==> src/rtl/chest_pkg.sv <==
// Shared constants and types for the Chest algorithm dispatcher.
// Latency: n/a (declarations only).
// Backpressure: n/a.
package chest_pkg;

  localparam int ALGO_W    = 6;
  localparam int NUM_ALGOS = 50;

  // Select value presented to the framework when no algorithm is active.
  localparam logic [ALGO_W-1:0] PARK_SEL   = 6'd63;
  // First invalid algorithm ID, in select width for direct comparison.
  localparam logic [ALGO_W-1:0] ALGO_LIMIT = ALGO_W'(NUM_ALGOS);

  typedef enum logic [1:0] {
    IDLE  = 2'd0,
    ISSUE = 2'd1,
    WAIT  = 2'd2,
    DONE  = 2'd3
  } dispatch_state_t;

  // True when the framework actually implements this algorithm ID.
  function automatic logic is_valid_algo(input logic [ALGO_W-1:0] id);
    return id < ALGO_LIMIT;
  endfunction

endpackage

==> src/rtl/chest_req_fifo.sv <==
// Synchronous request FIFO holding pending algorithm IDs.
// Latency: a pushed entry is visible at head the cycle after the push (no bypass).
// Backpressure: push ignored while full; pop ignored while empty.
module chest_req_fifo #(
  parameter int WIDTH = 6,
  parameter int DEPTH = 4
) (
  input  logic             clk,
  input  logic             rst,
  input  logic             push,
  input  logic [WIDTH-1:0] push_dat,
  input  logic             pop,
  output logic [WIDTH-1:0] head,
  output logic             full,
  output logic             empty
);

  localparam int AW = $clog2(DEPTH);

  logic [WIDTH-1:0] mem [DEPTH];
  // Extra MSB on each pointer distinguishes full from empty when indices match.
  logic [AW:0]      wr_ptr;
  logic [AW:0]      rd_ptr;
  logic             do_push;
  logic             do_pop;

  assign empty   = (wr_ptr == rd_ptr);
  assign full    = (wr_ptr[AW] != rd_ptr[AW]) && (wr_ptr[AW-1:0] == rd_ptr[AW-1:0]);
  assign do_push = push && !full;
  assign do_pop  = pop && !empty;
  assign head    = mem[rd_ptr[AW-1:0]];

  // Storage write; contents need no reset since empty gates every read.
  always_ff @(posedge clk) begin
    if (do_push) begin
      mem[wr_ptr[AW-1:0]] <= push_dat;
    end
  end

  // Pointer update; wrapping falls out of the natural binary rollover.
  always_ff @(posedge clk) begin
    if (rst) begin
      wr_ptr <= '0;
      rd_ptr <= '0;
    end else begin
      if (do_push) wr_ptr <= wr_ptr + 1'b1;
      if (do_pop)  rd_ptr <= rd_ptr + 1'b1;
    end
  end

endmodule

==> src/rtl/chest_algo_dispatcher.sv <==
// Queues algorithm requests and runs them one at a time on the Chest framework.
// Latency: valid ID done 4 cycles after push (framework answering next cycle); invalid ID 2 cycles.
// Backpressure: req_ready drops when the queue is full; done_valid cannot be stalled.
// Optional CHEST_DISPATCH_STATS_EN adds saturating ok/error completion counters.
module chest_algo_dispatcher
  import chest_pkg::*;
#(
  parameter int FIFO_DEPTH = 4,
  parameter int TIMEOUT    = 16
) (
  input  logic              clk,
  input  logic              rst,
  input  logic              req_valid,
  input  logic [ALGO_W-1:0] req_algo,
  output logic              req_ready,
  output logic [ALGO_W-1:0] algo_select,
  input  logic              algo_ready,
  output logic              done_valid,
  output logic [ALGO_W-1:0] done_algo,
  output logic              done_error,
  output logic              busy
`ifdef CHEST_DISPATCH_STATS_EN
  ,
  output logic [15:0]       stat_ok_cnt,
  output logic [15:0]       stat_err_cnt
`endif
);

  localparam int            TW        = $clog2(TIMEOUT);
  localparam logic [TW-1:0] TIMER_MAX = TW'(TIMEOUT - 1);

  dispatch_state_t   state;
  dispatch_state_t   state_nxt;
  logic [ALGO_W-1:0] cur_id;
  logic [ALGO_W-1:0] cur_nxt;
  logic [ALGO_W-1:0] sel_nxt;
  logic [TW-1:0]     timer;
  logic [TW-1:0]     timer_nxt;
  logic              fin_err;
  logic              fifo_pop;
  logic              fifo_full;
  logic              fifo_empty;
  logic [ALGO_W-1:0] fifo_head;

  assign req_ready = !fifo_full;
  assign busy      = (state != IDLE) || !fifo_empty;

  chest_req_fifo #(
    .WIDTH (ALGO_W),
    .DEPTH (FIFO_DEPTH)
  ) u_req_fifo (
    .clk      (clk),
    .rst      (rst),
    .push     (req_valid && req_ready),
    .push_dat (req_algo),
    .pop      (fifo_pop),
    .head     (fifo_head),
    .full     (fifo_full),
    .empty    (fifo_empty)
  );

  // FSM state register.
  always_ff @(posedge clk) begin
    if (rst) state <= IDLE;
    else     state <= state_nxt;
  end

  // Next-state and datapath steering; fin_err is the error flag reported on entry to DONE.
  always_comb begin
    state_nxt = state;
    cur_nxt   = cur_id;
    sel_nxt   = algo_select;
    timer_nxt = timer;
    fin_err   = 1'b0;
    fifo_pop  = 1'b0;
    case (state)
      IDLE: begin
        if (!fifo_empty) begin
          fifo_pop = 1'b1;
          cur_nxt  = fifo_head;
          if (is_valid_algo(fifo_head)) begin
            sel_nxt   = fifo_head;
            state_nxt = ISSUE;
          end else begin
            // Unknown ID never reaches the framework; select stays parked.
            fin_err   = 1'b1;
            state_nxt = DONE;
          end
        end
      end
      ISSUE: begin
        // algo_ready still reflects the previous select here, so it is not looked at.
        timer_nxt = '0;
        state_nxt = WAIT;
      end
      WAIT: begin
        if (algo_ready) begin
          state_nxt = DONE;
        end else if (timer == TIMER_MAX) begin
          fin_err   = 1'b1;
          state_nxt = DONE;
        end else begin
          timer_nxt = timer + 1'b1;
        end
      end
      DONE: begin
        sel_nxt   = PARK_SEL;
        state_nxt = IDLE;
      end
      default: state_nxt = IDLE;
    endcase
  end

  // Registered datapath and completion outputs; done_* are loaded as DONE is entered.
  always_ff @(posedge clk) begin
    if (rst) begin
      cur_id      <= '0;
      algo_select <= PARK_SEL;
      timer       <= '0;
      done_valid  <= 1'b0;
      done_algo   <= '0;
      done_error  <= 1'b0;
    end else begin
      cur_id      <= cur_nxt;
      algo_select <= sel_nxt;
      timer       <= timer_nxt;
      done_valid  <= (state_nxt == DONE);
      if (state_nxt == DONE) begin
        done_algo  <= cur_nxt;
        done_error <= fin_err;
      end
    end
  end

`ifdef CHEST_DISPATCH_STATS_EN
  // Saturating completion counters, bumped once per done pulse.
  always_ff @(posedge clk) begin
    if (rst) begin
      stat_ok_cnt  <= '0;
      stat_err_cnt <= '0;
    end else if (done_valid) begin
      if (!done_error && stat_ok_cnt != 16'hFFFF)  stat_ok_cnt  <= stat_ok_cnt + 16'd1;
      if (done_error  && stat_err_cnt != 16'hFFFF) stat_err_cnt <= stat_err_cnt + 16'd1;
    end
  end
`endif

endmodule

==> config.mk <==
export PLATFORM = sky130hd
export DESIGN_NAME = chest_algo_dispatcher
export DESIGN_NICKNAME = d
export VERILOG_FILES = /design/src/rtl/chest_pkg.sv /design/src/rtl/chest_req_fifo.sv /design/src/rtl/chest_algo_dispatcher.sv
export SDC_FILE = /design/constraint.sdc
export NUM_CORES = 1
export LEC_CHECK = 0
export CORE_MARGIN = 1.5
export CORE_UTILIZATION = 55
export DETAILED_ROUTE_END_ITERATION = 8
export PLACE_DENSITY_LB_ADDON = 0.1
export SYNTH_ARGS = -nofsm -noshare
export SYNTH_HDL_FRONTEND = slang
export SYNTH_SLANG_ARGS = --single-unit
==> constraint.sdc <==
create_clock -name clk -period 3.1 [get_ports clk]
set_clock_uncertainty 0.15 [all_clocks]
set_input_delay 0.31 -clock clk [delete_from_list [all_inputs] [get_ports clk]]
set_output_delay 0.31 -clock clk [all_outputs]
set_load 0.05 [all_outputs]
==> results of run 1 <==
==> critical path: stages, from the launching register on <==
cell     delay, ps
dfxtp_1        540
mux4_2         610
o311a_1        400
a21oi_2        150
or3_1          350
mux2_1         370
==> final cells by class <==
type | count | area share
Sequential cell | 58 | 0.489
Multi-Input combinational cell | 115 | 0.327
Timing Repair Buffer | 26 | 0.0900
Clock buffer | 13 | 0.0520
Tap cell | 50 | 0.0218
Clock inverter | 3 | 0.0140
Inverter | 5 | 0.00655
==> cells in the mapped netlist (all sizes together) <==
cell type and n:
or3 2, mux2i 8, inv 5, buf 3, nand2 3, nor3 3, a21boi 1, nor2b 8
xor2 7, xnor2 5, o21ai 1, and2 4, o22ai 2, o31a 1, nand3 6, ha 10
o31ai 1, o41ai 1, nor2 18, clkbuf 4, mux4 6, o311a 1, nand4 2, a21oi 5
o22a 6, nand2b 7, edfxtp 24, o311ai 1, dfxtp 34, mux2 6
==> state kept, by name, indices dropped and copies added, names as in the netlist, named ones only <==
name	cells
cur_id	6
u_req_fifo.rd_ptr	3
done_valid	1
done_algo	6
u_req_fifo.wr_ptr	3
done_error	1
u_req_fifo.mem	24
algo_select	6
timer	4
state	2
==> cell families after synthesis <==
kind of cell | Yosys count | share of synthesized area
AO/OA/AOI/OAI | 20 | 0.0628
XOR/XNOR | 12 | 0.0440
adder cells (fa/ha/maj) | 10 | 0.0524
buffers and inverters | 12 | 0.0241
flip-flops | 58 | 0.586
multiplexers | 20 | 0.118
AND/OR/NAND/NOR | 53 | 0.112
==> through the flow <==
stage | instance area, µm² | power (W) | hold WS, ps | setup WS, ps
2_1_floorplan | 2390 | 0.00179 | 259 | 779
3_5_place_dp | 2680 | 0.00205 | 319 | 405
6_report | 2870 | 0.00269 | 336 | 412
3_3_place_gp | 2680 | 0.00202 | 313 | 474
5_1_grt | 2870 | 0.00283 | 354 | 246
4_1_cts | 2870 | 0.00271 | 335 | 378
==> worst paths after layout <==
kind,to,startpoint,slack (ps)
worst max-delay path,done_algo[4],flop,410
worst min-delay path,done_error,done_error,340
worst min register to register,done_error,done_error,340
worst max register to register,done_algo[4],flop,410
==> routing by layer <==
metal | GRT usage | up-vias | share of wire
li1 | - | 723 | -
met3 | 0.0536 | 7 | 0.039
met1 | 0.243 | 704 | 0.47
met4 | 0.132 | 0 | 0.017
met5 | 0 | - | 0
met2 | 0.316 | 32 | 0.47
==> power groups by stage <==
stage | Clock [W] | Sequential, W | Combinational (W)
finish | 0.000656 | 0.00104 | 0.000995
global route | 0.000703 | 0.00106 | 0.00107
CTS | 0.000667 | 0.00104 | 0.000999
detailed placement | 0 | 0.00106 | 0.000994
global placement | 0 | 0.00105 | 0.000971
floorplan | 0 | 0.00125 | 0.000534
==> metrics.csv, run 1 <==
stage;metric;value;unit
status;outcome;completed;
floorplanning;standard cell core area;0.00409;mm²
critical_path;critical path required time;3150;ps
yosys;Post-Syn Nets;205;
cts;CTS H-tree lvls;3;
power;Peak supply drop;0.000425;V
final_layout;ant diodes;0;
critical_path;Crit Path Category;reg -> reg;
yosys;dominant cell type by area after synthesis;edfxtp_1;
critical_path;Worst EP arrival;2740;ps
yosys;synthesized area;0.00239;mm²
yosys;Avg Inst Size Synth;12.9;µm²
sta;period utilization;0.867;
cts;CTS Buf Count;9;
power;sequential share of power;0.386;
power;Pint;0.00173;W
drt;DR DRC count;0;
global_routing;vias in the first global route;1484;
placed_design;gpl congestion;0.759;
sta;RSZ-0062 raised after global routing;no;
critical_path;crit path max fanout;8;
drt;DRT Pass-1 Iters;4;
cts;# clock sinks;58;
sta;worst-margin pin slew;1200;ps
yosys;Synth area leaders;edfxtp_1 (30%), dfxtp_1 (28%), mux4_2 (5.7%);
floorplanning;die height;68.9;µm
global_routing;initial antenna violation count;0;
drt;vias;1466;
final_layout;most common cell after layout, fill and taps aside;dfxtp_1;
floorplanning;num ports;26;
cts;clock slew seen by the registers of the worst setup and hold paths;60;ps
drt;DR iter-0 viols;69;
hold_path;Worst Hold Class;reg -> reg;
yosys;Synth Register Bits;58;
power;Pleak;1.10;nW
cts;CTS tree;yes;
drt;Routed WL;4.09;mm
power;Sw Pwr;0.000966;W
flow_run;max-cap violation count;0;
placed_design;Placed Instances;254;
final_layout;commonest cells after routing, fill and taps aside;dfxtp_1 (34), clkdlybuf4s50_1 (25), edfxtp_1 (24);
sta;Post-Route Setup TNS;0;ps
yosys;Synth top area share;0.302;
power;combinational power share;0.370;
power;Switching Share;0.359;
cts;total setup buffers inserted after CTS;0;
yosys;Syn. warnings;0;
cts;Hold-fix buffers, CTS;0;
final_layout;final-layout fill cell count;284;
floorplanning;initial core utilization;0.585;
floorplanning;total die area;0.00475;mm²
placed_design;DP HPWL;2.94;mm
yosys;Synth Instances;185;
sta;Peak Freq;0.372;GHz
yosys;post-synthesis sequential area ratio;0.586;
final_layout;Multi-input gate area;936;µm²
final_layout;fin nets;235;
final_layout;post-route non-filler standard cell count;270;
global_routing;first-pass GRT wire length;6.63;mm
final_layout;Area growth syn-to-layout;19.9;%
final_layout;Reg area;0.00140;mm²
sta;Final Hold Vio Count;0;
global_routing;largest net degree at the start of global routing;30;
drt;vias per inst;5.43;
hold_path;Hold Path Depth;2;
yosys;synth unique cells;33;
floorplanning;row cnt;23;
cts;Resize count post-CTS;0;
critical_path;Setup crit end kind;flop;
sta;Setup Viol. Count Final;0;
cts;Clk Latency, worst-skew pair;330;ps
global_routing;GRT Residual Overflow;0;
sta;Slew HR;0.198;
cts;clk root buf;clkbuf_8;
sta;Slew Viols, Final;0;
cts;Clock Tree Buf Depth;2;
critical_path;CP Launch Type;flop;
power;Clk network pwr share;0.244;
final_layout;proportion of layout cells with a drive suffix above 1;0.100;
critical_path;reg2reg path depth;5;
final_layout;fin util;0.701;
drt;wire length per cell;15.1;µm
power;PwrDens;939;mW/mm²
placed_design;# port buffers;25;
floorplanning;die extent in x;68.9;µm
sta;min cycle time layout;2690;ps
global_routing;gr usage total;0.201;
drt;antenna-violating nets left;0;
(Power assumes the default switching activity.)
==> run 2: changes to the inputs <==
--- a/config.mk
+++ b/config.mk
@@ -9,6 +9,7 @@
 export CORE_UTILIZATION = 55
 export DETAILED_ROUTE_END_ITERATION = 8
 export PLACE_DENSITY_LB_ADDON = 0.1
+export SKIP_CTS_REPAIR_TIMING = 1
 export SYNTH_ARGS = -nofsm -noshare
 export SYNTH_HDL_FRONTEND = slang
 export SYNTH_SLANG_ARGS = --single-unit
==> results of run 2 <==
Same layout as run 1: the final DEF is identical, and so are final timing and power.
==> run 3: changes to the inputs <==
--- a/config.mk
+++ b/config.mk
@@ -6,10 +6,12 @@
 export NUM_CORES = 1
 export LEC_CHECK = 0
 export CORE_MARGIN = 1.5
-export CORE_UTILIZATION = 55
+export CORE_UTILIZATION = 56
 export DETAILED_ROUTE_END_ITERATION = 8
 export PLACE_DENSITY_LB_ADDON = 0.1
+export REMOVE_ABC_BUFFERS = 1
 export SKIP_CTS_REPAIR_TIMING = 1
 export SYNTH_ARGS = -nofsm -noshare
 export SYNTH_HDL_FRONTEND = slang
+export SYNTH_HIERARCHICAL = 1
 export SYNTH_SLANG_ARGS = --single-unit
==> run 3 against run 2 <==
Net effect: the flow now finishes with violations (design-rule violations); sequential share of layout area decreased by 4.3 points; synthesized cell count is 21% higher; total power is 19% higher; register-to-register slack lost 20 ps; final cell count is 16% higher; count of clock-buffer cells in the layout fell by 3; utilization grew 0.49 points; combinational power is 37% higher; final area increased by 9.5%; sequential power up 6%; clock power grew 13%; wire length is 21% higher; largest power group is now combinational cells; highest routed layer unchanged.
==> metrics.csv, run 3 <==
stage;metric;value;unit;change
yosys;most frequent cell after synthesis;dfxtp_1;;unchanged
placed_design;# port buffers;25;;unchanged
yosys;Post-synth ARST share;0;;unchanged
final_layout;Reg area;0.00140;mm²;unchanged
power;Peak supply drop;0.000482;V;was 0.000425 V
cts;clock slew seen by the registers of the worst setup and hold paths;70;ps;was 60 ps
power;Switching Share;0.393;;was 0.359
sta;WHS;307;ps;was 336 ps
status;outcome;complete, but fails checks;;was completed
cts;Clk Latency, worst-skew pair;330;ps;about the same
power;sequential share of power;0.344;;was 0.386
final_layout;ant diodes;0;;unchanged
status;violated checks;design-rule violations;;
global_routing;initial antenna violation count;0;;unchanged
yosys;synth unique cells;45;;was 33
power;PwrDens;1020;mW/mm²;was 939 mW/mm²
yosys;Syn. warnings;6;;was 0
power;Pleak;1.16;nW;was 1.10 nW
yosys;Synth Instances;224;;was 185
power;Pint;0.00194;W;was 0.00173 W
final_layout;fin nets;278;;was 235
floorplanning;die extent in x;71.6;µm;was 68.9 µm
drt;vias per inst;5.73;;was 5.43
sta;Final Hold Vio Count;0;;unchanged
drt;DR DRC count;1;;was 0
global_routing;first-pass GRT wire length;8.57;mm;was 6.63 mm
final_layout;max reg flops;24;;unchanged
critical_path;crit path max fanout;8;;unchanged
yosys;Avg Inst Size Synth;11.8;µm²;was 12.9 µm²
floorplanning;standard cell core area;0.00444;mm²;was 0.00409 mm²
floorplanning;die height;71.6;µm;was 68.9 µm
yosys;number of flops mapped to enable cells by yosys;24;;unchanged
hold_path;Worst Hold Class;reg -> reg;;unchanged
yosys;Synth area leaders;edfxtp_1 (27%), dfxtp_1 (26%), ha_1 (5.2%);;was edfxtp_1 (30%), dfxtp_1 (28%), mux4_2 (5.7%)
final_layout;Area growth syn-to-layout;19.1;%;was 19.9%
global_routing;vias in the first global route;1877;;was 1484
critical_path;critical path required time;2640;ps;was 3150 ps
floorplanning;num ports;26;;unchanged
yosys;post-synthesis sequential area ratio;0.532;;was 0.586
critical_path;Setup crit end kind;output pin;;was flop
cts;# clock sinks;58;;unchanged
yosys;Synth Register Bits;58;;unchanged
drt;vias;1798;;was 1466
drt;DR iter-0 viols;137;;was 69
final_layout;proportion of layout cells with a drive suffix above 1;0.137;;was 0.100
cts;clk root buf;clkbuf_8;;unchanged
sta;Slew Viols, Final;0;;unchanged
final_layout;final-layout fill cell count;337;;was 284
cts;CTS H-tree lvls;3;;unchanged
yosys;Synth top area share;0.274;;was 0.302
sta;Slew HR;0.588;;was 0.198
drt;Routed WL;4.94;mm;was 4.09 mm
yosys;dominant cell type by area after synthesis;edfxtp_1;;unchanged
critical_path;Crit Path Category;reg -> out;;was reg -> reg
final_layout;commonest cells after routing, fill and taps aside;dfxtp_1 (34), nand2_1 (26), clkdlybuf4s50_1 (25);;was dfxtp_1 (34), clkdlybuf4s50_1 (25), edfxtp_1 (24)
power;combinational power share;0.426;;was 0.370
drt;antenna-violating nets left;0;;unchanged
sta;period utilization;0.946;;was 0.867
sta;Setup Viol. Count Final;0;;unchanged
yosys;top_reg_cell synth;dfxtp_1;;unchanged
drt;wire length per cell;15.7;µm;was 15.1 µm
final_layout;Multi-input gate area;0.00113;mm²;was 936 µm²
cts;Clock Tree Buf Depth;2;;unchanged
cts;CTS Buf Count;9;;unchanged
placed_design;DP HPWL;3.45;mm;was 2.94 mm
sta;RSZ-0062 raised after global routing;no;;unchanged
floorplanning;total die area;0.00512;mm²;was 0.00475 mm²
yosys;synthesized area;0.00263;mm²;was 0.00239 mm²
global_routing;gr usage total;0.222;;was 0.201
flow_run;max-cap violation count;0;;unchanged
yosys;Commonest cells post-synth;dfxtp_1 (34), nand2_1 (26), edfxtp_1 (24);;was dfxtp_1 (34), edfxtp_1 (24), nor2_1 (18)
floorplanning;initial core utilization;0.593;;was 0.585
cts;CTS tree;yes;;unchanged
placed_design;gpl congestion;0.839;;was 0.759
sta;Peak Freq;0.341;GHz;was 0.372 GHz
power;Clk network pwr share;0.230;;was 0.244
power;Sw Pwr;0.00126;W;was 0.000966 W
sta;min cycle time layout;2930;ps;was 2690 ps
global_routing;largest net degree at the start of global routing;24;;was 30
drt;DRT Pass-1 Iters;8;;was 4
final_layout;fin util;0.706;;was 0.701
sta;worst-margin pin slew;613;ps;was 1200 ps
critical_path;CP Launch Type;flop;;unchanged
floorplanning;row cnt;24;;was 23
critical_path;Worst EP arrival;2470;ps;was 2740 ps
sta;Post-Route Setup TNS;0;ps;unchanged
final_layout;most common cell after layout, fill and taps aside;dfxtp_1;;unchanged
global_routing;GRT Residual Overflow;0;;unchanged
[run 3: per-layer routing]
layer / part of all wire / global-route usage / vias up
met3: 0.033 / 0.0464 / 13
met4: 0.026 / 0.128 / 0
met1: 0.47 / 0.283 / 870
met5: 0 / 0 / -
met2: 0.47 / 0.352 / 36
li1: - / - / 879
[run 3: layout make-up]
cell class,instances,area share
flip-flops and latches,58,0.447
clock inverters,6,0.0259
multi-input cells,147,0.360
inverters,10,0.0120
well taps,52,0.0207
repair buffers,31,0.0941
clock buffers,10,0.0407
[run 3: logic make-up (layout without fill, tap and decap cells)]
group,Yosys count,in the layout,synth area share
simple gates,75,75,0.150
flops,58,58,0.532
compound gates,39,39,0.115
buf+inv,19,57,0.0390
mux,14,14,0.0855
fa+ha+maj,11,11,0.0523
xor+xnor,8,8,0.0266
[run 3: final timing paths]
check                             from           end  slack [ps]  depth (start not counted)
hold / removal               cur_id[2]     cur_id[2]         310                          2
setup / recovery  u_req_fifo/wr_ptr[0]     req_ready         170                          6
hold reg to reg              cur_id[2]     cur_id[2]         310                          2
setup reg to reg                  flop  done_algo[5]         390                          5
[run 3: worst max-delay path, stage by stage (launching register included)]
cell	delay (ps)
dfxtp_1	400
xnor2_1	540
nand2_1	140
buf_4	190
nor2_1	140
inv_1	50
clkdlybuf4s50_1	690
[run 3: through the flow]
step                      area (µm²)  total power [W]  setup slack, ps  std cells
after floorplan                 2570          0.00206              598        215
after global placement          2930          0.00244              431        298
after detailed placement        2930          0.00247              375        298
after CTS                       3140          0.00321              192        314
after global routing            3140          0.00340             41.7        314
final                           3140          0.00320              167        314
[run 3: power by group through the flow]
stage	logic [W]	clock network (W)	registers [W]
floorplan	0.000774	0	0.00129
global placement	0.00134	0	0.00111
detailed placement	0.00135	0	0.00112
CTS	0.00136	0.000755	0.00110
global route	0.00148	0.000790	0.00112
finish	0.00136	0.000738	0.00110
